--- src/rtl/heartbeat_scheduler.sv ---
// Heartbeat request sequencer: issues sequenced heartbeat requests, tracks replies,
// retries on timeout and pulses lost after MAX_MISS consecutive misses.
module heartbeat_scheduler #(
    parameter int SEQ_W      = 8,
    parameter int INTERVAL_W = 16,
    parameter int TIMEOUT_W  = 12,
    parameter int MAX_MISS   = 3
) (
    input  logic                          clk,
    input  logic                          rst,
    input  logic                          enable,
    input  logic [INTERVAL_W-1:0]         interval,
    input  logic [TIMEOUT_W-1:0]          timeout,
    output logic                          req_valid,
    input  logic                          req_ready,
    output logic [SEQ_W-1:0]              req_seq,
    input  logic                          ack_valid,
    input  logic [SEQ_W-1:0]              ack_seq,
    output logic                          alive,
    output logic                          lost,
    output logic [$clog2(MAX_MISS+1)-1:0] miss_count
);

    localparam int MW = $clog2(MAX_MISS + 1);
    localparam logic [MW-1:0] MISS_LIMIT = MW'(MAX_MISS);

    typedef enum logic [1:0] {
        IDLE,
        REQUEST,
        WAIT_ACK,
        WAIT_INTERVAL
    } state_t;

    state_t                state;
    logic [TIMEOUT_W-1:0]  ack_timer;
    logic [INTERVAL_W-1:0] int_timer;
    logic                  issued;
    logic [TIMEOUT_W-1:0]  eff_timeout;
    logic [INTERVAL_W-1:0] eff_interval;
    logic                  ack_match;

    always_comb begin
        eff_timeout  = (timeout == '0) ? TIMEOUT_W'(1) : timeout;
        eff_interval = (interval == '0) ? INTERVAL_W'(1) : interval;
        ack_match    = ack_valid && (ack_seq == req_seq);
    end

    always_ff @(posedge clk) begin
        if (rst) begin
            state      <= IDLE;
            req_valid  <= 1'b0;
            req_seq    <= '0;
            alive      <= 1'b0;
            lost       <= 1'b0;
            miss_count <= '0;
            ack_timer  <= '0;
            int_timer  <= '0;
            issued     <= 1'b0;
        end else begin
            lost <= 1'b0;
            case (state)
                IDLE: begin
                    if (enable) begin
                        state     <= REQUEST;
                        req_valid <= 1'b1;
                        // Only the very first request after reset reuses the current seq.
                        if (issued) req_seq <= req_seq + SEQ_W'(1);
                    end else begin
                        alive      <= 1'b0;
                        miss_count <= '0;
                    end
                end
                REQUEST: begin
                    if (req_ready) begin
                        req_valid <= 1'b0;
                        issued    <= 1'b1;
                        if (enable) begin
                            state     <= WAIT_ACK;
                            ack_timer <= eff_timeout;
                        end else begin
                            state <= IDLE;
                        end
                    end
                end
                WAIT_ACK: begin
                    if (!enable) begin
                        state      <= IDLE;
                        alive      <= 1'b0;
                        miss_count <= '0;
                    end else if (ack_match) begin
                        alive      <= 1'b1;
                        miss_count <= '0;
                        // The ack cycle itself counts toward the interval.
                        if (eff_interval == INTERVAL_W'(1)) begin
                            state     <= REQUEST;
                            req_valid <= 1'b1;
                            req_seq   <= req_seq + SEQ_W'(1);
                        end else begin
                            state     <= WAIT_INTERVAL;
                            int_timer <= eff_interval - INTERVAL_W'(1);
                        end
                    end else if (ack_timer <= TIMEOUT_W'(1)) begin
                        if (miss_count + MW'(1) == MISS_LIMIT) begin
                            lost       <= 1'b1;
                            alive      <= 1'b0;
                            miss_count <= '0;
                            state      <= WAIT_INTERVAL;
                            int_timer  <= eff_interval;
                        end else begin
                            miss_count <= miss_count + MW'(1);
                            state      <= REQUEST;
                            req_valid  <= 1'b1;
                            req_seq    <= req_seq + SEQ_W'(1);
                        end
                    end else begin
                        ack_timer <= ack_timer - TIMEOUT_W'(1);
                    end
                end
                WAIT_INTERVAL: begin
                    if (!enable) begin
                        state      <= IDLE;
                        alive      <= 1'b0;
                        miss_count <= '0;
                    end else if (int_timer <= INTERVAL_W'(1)) begin
                        state     <= REQUEST;
                        req_valid <= 1'b1;
                        req_seq   <= req_seq + SEQ_W'(1);
                    end else begin
                        int_timer <= int_timer - INTERVAL_W'(1);
                    end
                end
                default: state <= IDLE;
            endcase
        end
    end

endmodule

--- config.mk ---
export PLATFORM = sky130hd
export DESIGN_NAME = heartbeat_scheduler
export DESIGN_NICKNAME = d
export VERILOG_FILES = /design/src/rtl/heartbeat_scheduler.sv
export SDC_FILE = /design/constraint.sdc
export NUM_CORES = 1
export LEC_CHECK = 0
export CORE_MARGIN = 3
export CORE_UTILIZATION = 60
export DETAILED_ROUTE_END_ITERATION = 8
export DONT_BUFFER_PORTS = 1
export HOLD_SLACK_MARGIN = 0.12
export PLACE_DENSITY_LB_ADDON = 0.1
export SKIP_LAST_GASP = 1
export SYNTH_ARGS = -nofsm -noshare
export SYNTH_HDL_FRONTEND = slang
export SYNTH_SLANG_ARGS = --single-unit
--- constraint.sdc ---
create_clock -name clk -period 4.3 [get_ports clk]
set_clock_uncertainty 0.1 [all_clocks]
set_input_delay 0.86 -clock clk [delete_from_list [all_inputs] [get_ports clk]]
set_output_delay 0.86 -clock clk [all_outputs]
set_load 0.005 [all_outputs]
======== Word level (Yosys, flattened, before mapping) ========
Index checks and enable logic that the tools add are counted.
word-level totals
  flip-flop bits (word level) ............. 44
  logic and storage cells ................. 122
cells by class
  $add $sub $neg .......................... 5
  order comparisons ....................... 2
  eq/ne operators ......................... 25
  multiplexer cells ....................... 60
  bitwise gates (word level) .............. 3
  reductions and logical operators ........ 18
operators with widths
  kind                   number
  $mux 16                8
  $mux 12                6
  $mux 8                 9
  $pmux 16 s2            1
  $sub 16x1->16 const B  2
  $mux 2                 15
  $pmux 12 s2            1
  $pmux 8 s3             1
  $ne 2x2->1 const B     11
  $ne 3x3->1 const B     6
  $eq 16x1->1 const B    1
  $le 16x1->1 const B    1
  $logic_not 16->1       1
  $mux 1                 15
  $le 12x1->1 const B    1
  $logic_not 12->1       1
  $sub 12x1->12 const B  1
  $reduce_and 9->1       1
  $add 8x1->8 const B    1
  $eq 8x8->1             1
  $ne 4x4->1 const B     2
  $pmux 2 s4             1
  $reduce_and 4->1       2
  $reduce_and 8->1       1
  17 further kinds       23

======== Logic depth before layout (Yosys ltp) ========
Gate-level depths: netlist (run 1).
  word-level depth ........................ 7
  mapped depth ............................ 11
  mapped depth without buffers ............ 10

======== Worst setup path before layout (run 1) ========
OpenSTA, ideal clock, no wires.
  path type ............................... input -> register
  from .................................... in interval[3]
  to ...................................... reg req_seq[5]
  arrival time ............................ 3.067 ns
  setup slack ............................. 1.062 ns
  stages on the path ...................... 10
  cell sequence ........................... nor4_1 and3_1 a31oi_1 inv_1 ha_1 nand3_1 o211ai_2 nand2_4 or4_1 a21oi_1
on the way
  word-level cells in the longest chain between the ends .. 5
ends and longest elaborated chain
  item                            RTL line  source
  start: declaration              12        input logic [INTERVAL_W-1:0] interval,
  $logic_not 16->1                44        eff_interval = (interval == '0) ? INTERVAL_W'(1) : interval;
  $mux 16 (*)                     44
  $eq 16x1->1 (*)                 94        if (eff_interval == INTERVAL_W'(1)) begin
  $ne 3x3->1 (no line) (*)        n/a
  $reduce_and 9->1 (no line) (*)  n/a
  end signal: assignment          67        if (issued) req_seq <= req_seq + SEQ_W'(1);
  end signal: assignment          97        req_seq <= req_seq + SEQ_W'(1);
  end signal: assignment          113       req_seq <= req_seq + SEQ_W'(1);
  end: declaration                16        output logic [SEQ_W-1:0] req_seq,
Every way passes the cells marked *; elsewhere a longest branch is shown, timed or not.
A chain may end at the register's enable or synchronous reset.

======== Worst setup path after layout (run 1) ========
Ends and elaborated chain as after synthesis.

==> summary.txt, run 1 <==
GRT
  • Pin count of the biggest net entering global routing: 40
  • Grt ovf: 0
  • Total GRT Usage: 0.2580
  • First-pass GRT wire length: 13,370 um
  • Vias in the first global route: ~3,000
  • Initial antenna violation count: 0

Floorplan
  • Die area: about 6300 um2
  • Die Height: 79.56 um
  • Core area: about 5200 um2
  • Row cnt: 26
  • Initial core utilization: 0.6277
  • Die Width: just under 80 um
  • I/O pins: 54

Routing
  • Highest signal layer in the routed design: met4
  • Iter 0 DRT Violations: about 290
  • Via count: roughly 3,200
  • Met3 WL post-DR: 510 um
  • Wl on met1: about 3600 um
  • WL final: ~8100 um
  • Post-DR wirelength/cell: around 17 um
  • Residual DRC count: 0
  • Drt via density: between 6 and 7
  • Met2 WL: around 4000 um
  • Routed Antenna Nets: 0
  • Drt pass-1 iters: 5

Yosys
  • Ys async rst share: 0
  • Ys Warns: 0
  • Cells after Synth: 429
  • Post-synthesis sequential area ratio: 0.2713
  • Synthesized cell area: 3247 um2
  • Post-synth EDFFs: 0
  • Main synth FF type: dfxtp_1
  • Syn Nets: approximately 480
  • Post-synth cell types: 59
  • Synth Register Bits: 44
  • Syn Area/Cell: 7.568 um2

STA
  • RSZ-0062 raised after global routing: no
  • Slew @ Worst Pin: ~1.0 ns
  • Total negative slack: 0 ns
  • Final Hold Fails: 0
  • Max-slew headroom: 0.3205
  • Final period util: 0.7727
  • Setup violations, final: 0
  • Min cycle time layout: approximately 3.3 ns
  • Pins Over Slew Limit: 0
  • Final setup margin: a little under 1 ns
  • Worst Hold Slack: between 0.3 and 0.4 ns
  • F_max: between 0.3 and 0.4 GHz

Setup path
  • Worst Path Max Fanout: 10
  • Startpoint types: primary input
  • CP bufs+invs: 1
  • RR Startpoint: state[0]$_SDFFE_PP0P_
  • Setup crit end kind: flip-flop
  • Crit path kind: in -> reg
  • CP Cell Sequence: nor4_1 -> and3_1 -> a31oi_1 -> inv_1 -> ha_1 -> nand3_1 -> o211ai_2 -> nand2_4 -> or4_1 -> a21oi_1
  • Slowest-stage cell, CP: nor4_1
  • CP arrival: 3.45 ns
  • CP top delay family: simple AND/OR/NAND/NOR gates
  • CP Data Required Time: ~4.4 ns
  • Largest stage delay on the critical path: about 0.66 ns
  • Crit path from: interval[3]

Cells and area
  • Fin util: 0.6509
  • Final nets: approximately 470
  • Share of post-route cells with drive strength above 1: 0.06938
  • Finished layout cell area: 3367 um2
  • Finished Layout Cells: ~490
  • Area grow syn2layout: 3.699%
  • Ant. Diodes: 0

Placement
  • Gpl congestion: 0.8538
  • Placed cell count: 480
  • Cell Area, Placed: 3241 um2
  • HPWL after detailed placement: around 5900 um
  • Port bufs: 0
  • Setup WS pre-CTS: between 0.7 and 0.8 ns

Clocking
  • CTS-repair resized insts: 0
  • # clock sinks: 44
  • Clock transition at the registers of the reported paths: 0.08 ns
  • Setup Buffers After CTS: 0
  • Clk_lat worst skew: around 0.30 ns
  • Post-CTS Hold Fix Bufs: 0
  • Clk root buf: clkbuf_8
  • H-Tree Depth: 2
  • Clk buf depth: 2
  • CTS tree: built
  • CTS Buf Count: 5

Min path
  • Worst Hold Launch: ack_timer[9]$_SDFFE_PP0P_
  • Hold crit path type: reg -> reg

Power and ir drop
  • Tot Pwr: 0.9560 mW
  • Leak: roughly 1.2 nW
  • Maximum vdd drop: about 0.16 mV
  • Cell Pwr Density: approximately 280 nW/um2

Run status
  • Status: complete, no violations

Job
  • Max_cap viols: 0
==> state kept, by name (all words and copies together), names as in the netlist <==
name        cells
req_valid       1
int_timer      16
ack_timer      12
state           2
miss_count      2
lost            1
req_seq         8
alive           1
issued          1
==> metal layers <==
metal  GRT usage  vias up
met2      0.4257       83
met5           0        -
met1      0.3396     1493
li1            -     1567
met4     0.05155        0
met3     0.06659        9
==> worst reg2reg max path, stage by stage (launching register included) <==
cell     delay [ns]
dfxtp_1        0.38
inv_1          0.13
ha_1           0.84
inv_1          0.43
a211o_1        0.35
nand2_1        0.36
a21oi_1        0.09
o32ai_1        0.25
==> worst paths after layout <==
path	end	slack, ns	depth (start not counted)
worst max-delay path	req_seq[5]$_SDFFE_PP0P_	0.98	10
worst min-delay path	ack_timer[9]$_SDFFE_PP0P_	0.37	2
worst max register to register	int_timer[3]$_SDFFE_PP0P_	1.28	7
worst min register to register	ack_timer[9]$_SDFFE_PP0P_	0.37	2
==> where the power goes <==
group,switching [mW],internal (mW)
registers,0.0186,0.423
clock network,0.143,0.205
logic,0.0985,0.0677
total,0.260,0.696
==> cells by family (layout without fill, tap and decap cells) <==
kind of cell    after synthesis  count (layout)  share of synthesized area
compound gates              126             126                     0.2624
xor+xnor                     23              23                    0.06204
fa+ha+maj                    13              13                    0.05010
buf+inv                      44              33                    0.06127
flops                        44              44                     0.2713
mux                           4               4                    0.01272
simple gates                175             175                     0.2802
==> synthesized netlist by cell type (all sizes together), types with 2 or more instances <==
cell,count,area (um2)
ha,13,162.7
nor3,26,130.1
nor2,35,131.4
nand4,9,56.30
a22o,2,17.52
a31oi,5,31.28
xor2,5,43.79
a21oi,36,180.2
nand2,44,172.7
o31a,3,26.28
or3,6,45.04
mux2i,3,30.03
and3,5,31.28
clkbuf,16,60.06
or2,4,25.02
o32ai,9,78.83
a211o,3,26.28
o21ai,31,155.2
or4,8,63.81
o2bb2ai,3,26.28
and2,4,25.02
dfxtp,44,880.8
nor2b,3,18.77
nand4b,3,26.28
inv,22,82.58
buf,5,46.29
o311ai,3,26.28
a211oi,6,45.04
nor4,10,62.56
o22ai,2,12.51
o41ai,3,45.05
a31o,3,26.28
nand2b,3,18.77
o211ai,7,71.32
nand3,11,55.05
o31ai,4,30.03
xnor2,18,157.7
==> final cells by class <==
| type | count | area, um2 |
|---|---|---|
| Clock buffer | 7 | 96.34 |
| Clock inverter | 1 | 30.03 |
| Fill cell | 472 | 1805 |
| Inverter | 22 | 82.58 |
| Multi-Input combinational cell | 341 | 2167 |
| Sequential cell | 44 | 880.8 |
| Tap cell | 70 | 87.58 |
| Timing Repair Buffer | 3 | 22.52 |
==> layout by cell type, fill, tap and decap left out, drive strengths merged, types with 5 or more instances in the layout <==
cell,netlist,routed
dfxtp,44,44
nand2,44,44
a21oi,36,36
nor2,35,35
o21ai,31,31
nor3,26,26
inv,22,22
xnor2,18,18
ha,13,13
nand3,11,11
nor4,10,10
nand4,9,9
o32ai,9,9
or4,8,8
clkbuf,16,7
o211ai,7,7
a211oi,6,6
or3,6,6
and3,5,5
a31oi,5,5
xor2,5,5
Power figures use the tool's default switching activity.
==> run 2, diff against run 1 <==
clock period = 3.4 ns   (was 4.3 ns; I/O delays follow)
==> summary.txt, run 2 (synthesized netlist as in run 1, its figures left out) <==
Run status
  • Status: complete, no violations

Setup path
  • Crit path kind: reg -> reg
  • CP Data Required Time: 3.53 ns (-0.90 ns)
  • Largest stage delay on the critical path: 0.64 ns (-0.02 ns)
  • CP arrival: 3.10 ns (-0.35 ns)
  • Slowest-stage cell, CP: or4_1
  • Worst Path Max Fanout: 13 (+3)
  • Setup crit end kind: flip-flop
  • Startpoint types: flip-flop
  • CP Cell Sequence: or4_1 -> nor4_1 -> o311a_1 -> a211o_1 -> and2_1 -> nand2_1 -> o21ai_0

STA
  • Max-slew headroom: 0.4936 (+0.1731)
  • Worst Hold Slack: 0.3440 ns (-0.02468 ns)
  • Min cycle time layout: 2.967 ns
  • Final period util: 0.8726
  • Setup violations, final: 0 (unchanged)
  • Final Hold Fails: 0 (unchanged)
  • RSZ-0062 raised after global routing: no
  • Pins Over Slew Limit: 0 (unchanged)
  • F_max: around 0.34 GHz
  • Total negative slack: 0 ns (unchanged)
  • Slew @ Worst Pin: 0.7538 ns (-0.2654 ns)

Power and ir drop
  • Leak: 1.205 nW (-0.13%)
  • Pint: 0.7650 mW (+9.9%)
  • Sw power: 0.3320 mW (+28%)
  • Sw Share: 0.3026 (+0.03039)
  • Maximum vdd drop: 0.1904 mV (+19%)
  • Clock share of power: 0.300 (-0.064)
  • Comb power frac: 0.191 (+0.017)
  • Flop pwr share: 0.509 (+0.047)
  • Cell Pwr Density: 327.4 nW/um2 (+15%)

Floorplan
  • Initial core utilization: 0.6277 (unchanged)
  • Die Height: 79.56 um (unchanged)
  • Die Width: 79.56 um (unchanged)
  • I/O pins: 54 (unchanged)
  • Die area: 6330 um2 (unchanged)
  • Row cnt: 26 (unchanged)
  • Core area: 5172 um2 (unchanged)

Cells and area
  • Most frequent cells in the layout: dfxtp_1 (44), nand2_1 (43), a21oi_1 (36), nor2_1 (35), o21ai_0 (31)
  • Area grow syn2layout: 3.198%
  • Largest regs: int_timer: 16 flops, ack_timer: 12 flops, req_seq: 8 flops
  • Commonest non-fill, non-tap cell in the layout: dfxtp_1
  • Ant. Diodes: 0 (unchanged)
  • Largest Register: int_timer
  • Max FFs per register: 16 (unchanged)
  • Final nets: 474 (+0.64%)
  • Finished Layout Cells: 491 (+0.61%)
  • Share of post-route cells with drive strength above 1: 0.07601 (+0.006632)

Clocking
  • H-Tree Depth: 2 (unchanged)
  • Post-CTS Hold Fix Bufs: 0 (unchanged)
  • CTS tree: built
  • Setup Buffers After CTS: 0 (unchanged)
  • CTS-repair resized insts: 0 (unchanged)
  • Clk root buf: clkbuf_8
  • CTS Buf Count: 5 (unchanged)
  • # clock sinks: 44 (unchanged)
  • Clock transition at the registers of the reported paths: 0.09 ns (about the same)
  • Clk_lat worst skew: 0.30 ns (about the same)
  • Clk buf depth: 2 (unchanged)

Routing
  • Met3 WL post-DR: 529 um (+3.7%)
  • Routed Antenna Nets: 0 (unchanged)
  • Via count: 3,150 (-0.063%)
  • Wl on met1: 3588 um (-0.31%)
  • Drt pass-1 iters: 5 (unchanged)
  • Met2 WL: 3687 um (-6.9%)
  • Highest signal layer in the routed design: met4
  • Drt via density: 6.415 (-0.67%)
  • Iter 0 DRT Violations: 280 (-4.4%)
  • Residual DRC count: 0 (unchanged)
  • WL final: 7855 um (-3.5%)
  • Post-DR wirelength/cell: 16.00 um (-4.0%)

Min path
  • Hold crit path type: in -> reg

GRT
  • Total GRT Usage: 0.2566 (-0.001424)
  • Initial antenna violation count: 0 (unchanged)
  • Grt ovf: 0 (unchanged)
  • First-pass GRT wire length: 13,340 um (-0.21%)
  • Vias in the first global route: 2,838 (-2.7%)
  • Pin count of the biggest net entering global routing: 40 (unchanged)

Placement
  • Placed cell count: 483 (+0.63%)
  • Port bufs: 0 (unchanged)
  • Gpl congestion: 0.8110 (-5.0%)
  • HPWL after detailed placement: 5766 um (-2.2%)

Job
  • Max_cap viols: 0 (unchanged)
run 2: changes by cell type in the layout (fill, tap and decap cells not counted), sizes merged:
cell	before	now
buf	3	6
clkbuf	7	5
bufinv	1	0
clkinv	0	3
run 2: power by group through the flow:
stage               logic [mW]  clock network, mW  registers [mW]
floorplan                0.181                  0           0.564
global placement         0.204                  0           0.570
detailed placement       0.207                  0           0.570
CTS                      0.208              0.340           0.558
global route             0.237              0.360           0.562
finish                   0.210              0.329           0.558
run 2: path summary, 6_finish.rpt:
kind / from / endpoint / slack [ns] / depth (start not counted)
min reg2reg: ack_timer[9]$_SDFFE_PP0P_ / ack_timer[9]$_SDFFE_PP0P_ / 0.36 / 2
min: rst / req_seq[7]$_SDFFE_PP0P_ / 0.34 / 1
max: ack_timer[6]$_SDFFE_PP0P_ / int_timer[1]$_SDFFE_PP0P_ / 0.43 / 7
max reg2reg: ack_timer[6]$_SDFFE_PP0P_ / int_timer[1]$_SDFFE_PP0P_ / 0.43 / 7
run 2: area by class of cell:
cell class	count	area, um2
Multi-Input combinational cell	341	2167
Fill cell	464	1822
Sequential cell	44	880.8
Tap cell	70	87.58
Inverter	22	82.58
Clock buffer	5	68.82
Timing Repair Buffer	6	45.04
Clock inverter	3	18.77
run 2: worst max-delay path, delay by kind of cell (launching register included):
kind,cells,cell delay [ns]
AOI/OAI and AO/OA,3,0.57
DFF,1,0.36
and+or+nand+nor,4,1.86
run 2: stage by stage:
stage	total power, mW	cell area, um2	worst slack, ns	util
after floorplan	0.7451	3247	0.3422	-
after global placement	0.7740	3263	0.4080	0.6309
after detailed placement	0.7778	3263	0.3380	0.6309
after CTS	1.107	3351	0.4760	0.6478
after global routing	1.159	3351	0.2211	0.6478
final	1.097	3351	0.4332	0.6478
run 2: metal layers:
layer | up-vias | global-route usage
li1 | 1566 | -
met1 | 1476 | 0.3521
met2 | 102 | 0.4098
met3 | 6 | 0.06321
met4 | 0 | 0.04811
met5 | - | 0
==> run 3, diff against run 2 <==
ABC_AREA = 1   (was not set)
CAP_MARGIN = 20   (was not set)
==> summary.txt, run 3 <==
Min path
  • Hold path depth: 1 (unchanged)
  • Hold crit path type: in -> reg

STA
  • Min cycle time layout: 2.665 ns (-0.3018 ns)
  • RSZ-0062 raised after global routing: no
  • Pins Over Slew Limit: 0 (unchanged)
  • Slew @ Worst Pin: 0.6408 ns (-0.1130 ns)
  • F_max: 0.3752 GHz (+11%)
  • Worst Hold Slack: 0.3314 ns (-0.01266 ns)
  • Final Hold Fails: 0 (unchanged)
  • Final period util: 0.7838 (-0.08875)
  • Setup violations, final: 0 (unchanged)
  • Max-slew headroom: 0.5720 (+0.07840)
  • Total negative slack: 0 ns (unchanged)

Clocking
  • CTS-repair resized insts: 0 (unchanged)
  • CTS Buf Count: 5 (unchanged)
  • Setup Buffers After CTS: 0 (unchanged)
  • # clock sinks: 44 (unchanged)
  • Post-CTS Hold Fix Bufs: 0 (unchanged)
  • Clk buf depth: 2 (unchanged)
  • Clk root buf: clkbuf_8
  • H-Tree Depth: 2 (unchanged)
  • CTS tree: built
  • Clock transition at the registers of the reported paths: 0.09 ns (about the same)
  • Clk_lat worst skew: 0.30 ns (about the same)

Floorplan
  • Die area: 7629 um2 (+21%)
  • Core area: 6386 um2 (+23%)
  • Die Height: 87.35 um (+9.8%)
  • Die Width: 87.35 um (+9.8%)
  • Initial core utilization: 0.6217 (-0.006052)
  • I/O pins: 54 (unchanged)
  • Row cnt: 29 (+12%)

Routing
  • Residual DRC count: 0 (unchanged)
  • Drt pass-1 iters: 6 (+1)
  • Via count: 4,234 (+34%)
  • Iter 0 DRT Violations: 319 (+14%)
  • Routed Antenna Nets: 0 (unchanged)
  • WL final: 10,240 um (+30%)
  • Post-DR wirelength/cell: 13.33 um (-17%)
  • Drt via density: 5.513 (-14%)

GRT
  • Pin count of the biggest net entering global routing: 23 (-43%)
  • Vias in the first global route: 3,827 (+35%)
  • First-pass GRT wire length: 17,200 um (+29%)
  • Total GRT Usage: 0.2735 (+0.01694)
  • Grt ovf: 0 (unchanged)
  • Initial antenna violation count: 0 (unchanged)

Cells and area
  • Ant. Diodes: 0 (unchanged)
  • Fin util: 0.6428 (-0.004970)
  • Final nets: 744 (+57%)
  • Most frequent cells in the layout: nand2_1 (209), nor2_1 (129), inv_1 (77), nand3_1 (49), dfxtp_1 (44)
  • Finished Layout Cells: 768 (+56%)
  • Area grow syn2layout: 3.404%
  • Max FFs per register: 16 (unchanged)
  • Commonest non-fill, non-tap cell in the layout: nand2_1
  • Largest regs: int_timer: 16 flops, ack_timer: 12 flops, req_seq: 8 flops
  • Share of post-route cells with drive strength above 1: 0.06657 (-0.009439)
  • Largest Register: int_timer

Placement
  • Port bufs: 0 (unchanged)
  • HPWL after detailed placement: 7933 um (+38%)
  • Gpl congestion: 0.9458 (+17%)
  • Placed cell count: 760 (+57%)

Power and ir drop
  • Flop pwr share: 0.261 (-0.248)
  • Leak: 2.002 nW (+66%)
  • Maximum vdd drop: 0.4618 mV (+140%)
  • Tot Pwr: 3.136 mW (+190%)
  • Comb power frac: 0.608 (+0.417)
  • Sw power: 1.610 mW (+380%)
  • Cell Pwr Density: 764.0 nW/um2 (+130%)
  • Sw Share: 0.5132 (+0.2106)
  • Clock share of power: 0.131 (-0.169)
  • Pint: 1.527 mW (+100%)

Yosys
  • Synth Register Bits: 44 (unchanged)
  • Syn Area/Cell: 5.688 um2 (-25%)
  • Synthesized cell area: 3970 um2 (+22%)
  • Top cell type's share of synthesized area: 0.2219 (-0.04942)
  • Largest cells by area after synthesis: dfxtp_1 (22%), nand2_1 (20%), nor2_1 (12%)
  • Biggest area consumer among synthesized cells: dfxtp_1
  • Post-synthesis sequential area ratio: 0.2219 (-0.04942)
  • Post-synth cell types: 39 (-34%)
  • Ys async rst share: 0 (unchanged)
  • Post-synth EDFFs: 0 (unchanged)
  • Syn Nets: 752 (+56%)
  • Top-count cell post-synth: nand2_1
  • Most frequent cells after synthesis: nand2_1 (209), nor2_1 (129), inv_1 (77)
  • Ys Warns: 0 (unchanged)
  • Cells after Synth: 698 (+63%)
  • Main synth FF type: dfxtp_1

Job
  • Max_cap viols: 0 (unchanged)

Setup path
  • Worst Path Max Fanout: 22 (+9)
  • CP arrival: 2.76 ns (-0.34 ns)
  • Crit path kind: in -> reg
  • CP Cell Sequence: nor2_2 -> nand2_1 -> nor2_1 -> nand2_1 -> nand2_1 -> ha_1 -> nand2_1 -> nor2_1 -> and2_1 -> nand3_1 -> nand2_2 -> nand2_4 -> nand2_4 -> inv_1 -> nor2_1 -> nor2_1
  • Slowest-stage cell, CP: nand2_4
  • CP Data Required Time: 3.49 ns (-0.04 ns)
  • R2r worst-path depth: 12 (+5)
  • CP bufs+invs: 1 (+1)
  • Largest stage delay on the critical path: 0.22 ns (-0.42 ns)
  • Number of cells on the critical path: 16 (+9)
  • Startpoint types: primary input
  • CP top delay family: simple AND/OR/NAND/NOR gates
  • Setup crit end kind: flip-flop

Run status
  • Status: complete, no violations
[run 3: layout make-up]
type,instances,area (um2)
Tap cell,77,96.34
Sequential cell,44,880.8
Clock buffer,5,68.82
Multi-Input combinational cell,552,2679
Inverter,84,315.3
Fill cell,637,2281
Timing Repair Buffer,3,22.52
Clock inverter,3,42.54
[run 3: through the flow]
step | worst slack (ns) | instance area [um2]
floorplan | 0.8618 | 3970
global placement | 0.5362 | 3994
detailed placement | 0.4590 | 3994
CTS | 0.7661 | 4105
global route | 0.4228 | 4105
finish | 0.7349 | 4105
[run 3: kinds of logic (layout without fill, tap and decap cells)]
| logic type | Yosys count | count (layout) | synth area share |
|---|---|---|---|
| xor+xnor | 16 | 16 | 0.03530 |
| compound gates | 80 | 80 | 0.1191 |
| flops | 44 | 44 | 0.2219 |
| fa+ha+maj | 13 | 13 | 0.04097 |
| buf+inv | 102 | 95 | 0.1034 |
| simple gates | 443 | 443 | 0.4794 |
[run 3: power by group through the flow]
stage,clock network [mW],logic [mW],registers (mW)
3_3_place_gp,0,1.83,0.825
2_1_floorplan,0,1.57,0.790
3_5_place_dp,0,1.88,0.828
6_report,0.410,1.91,0.819
5_1_grt,0.439,2.19,0.842
4_1_cts,0.413,1.89,0.817
[run 3: path summary, 6_finish.rpt]
kind / start / end / slack, ns
worst min-delay path: rst / req_seq[5]$_SDFFE_PP0P_ / 0.33
worst min register to register: ack_timer[1]$_SDFFE_PP0P_ / ack_timer[1]$_SDFFE_PP0P_ / 0.39
worst max-delay path: interval[4] / int_timer[1]$_SDFFE_PP0P_ / 0.73
worst max register to register: ack_timer[0]$_SDFFE_PP0P_ / ack_timer[11]$_SDFFE_PP0P_ / 0.78
[run 3: metal layers]
| layer | wire, um | GRT usage | part of all wire | vias up |
|---|---|---|---|---|
| met1 | 4629 | 0.3707 | 0.45 | 1887 |
| met4 | 78 | 0.05579 | 0.0076 | 0 |
| met3 | 780 | 0.04163 | 0.076 | 8 |
| met2 | 4747 | 0.4582 | 0.46 | 146 |
| met5 | 0 | 0 | 0 | - |
| li1 | - | - | - | 2193 |
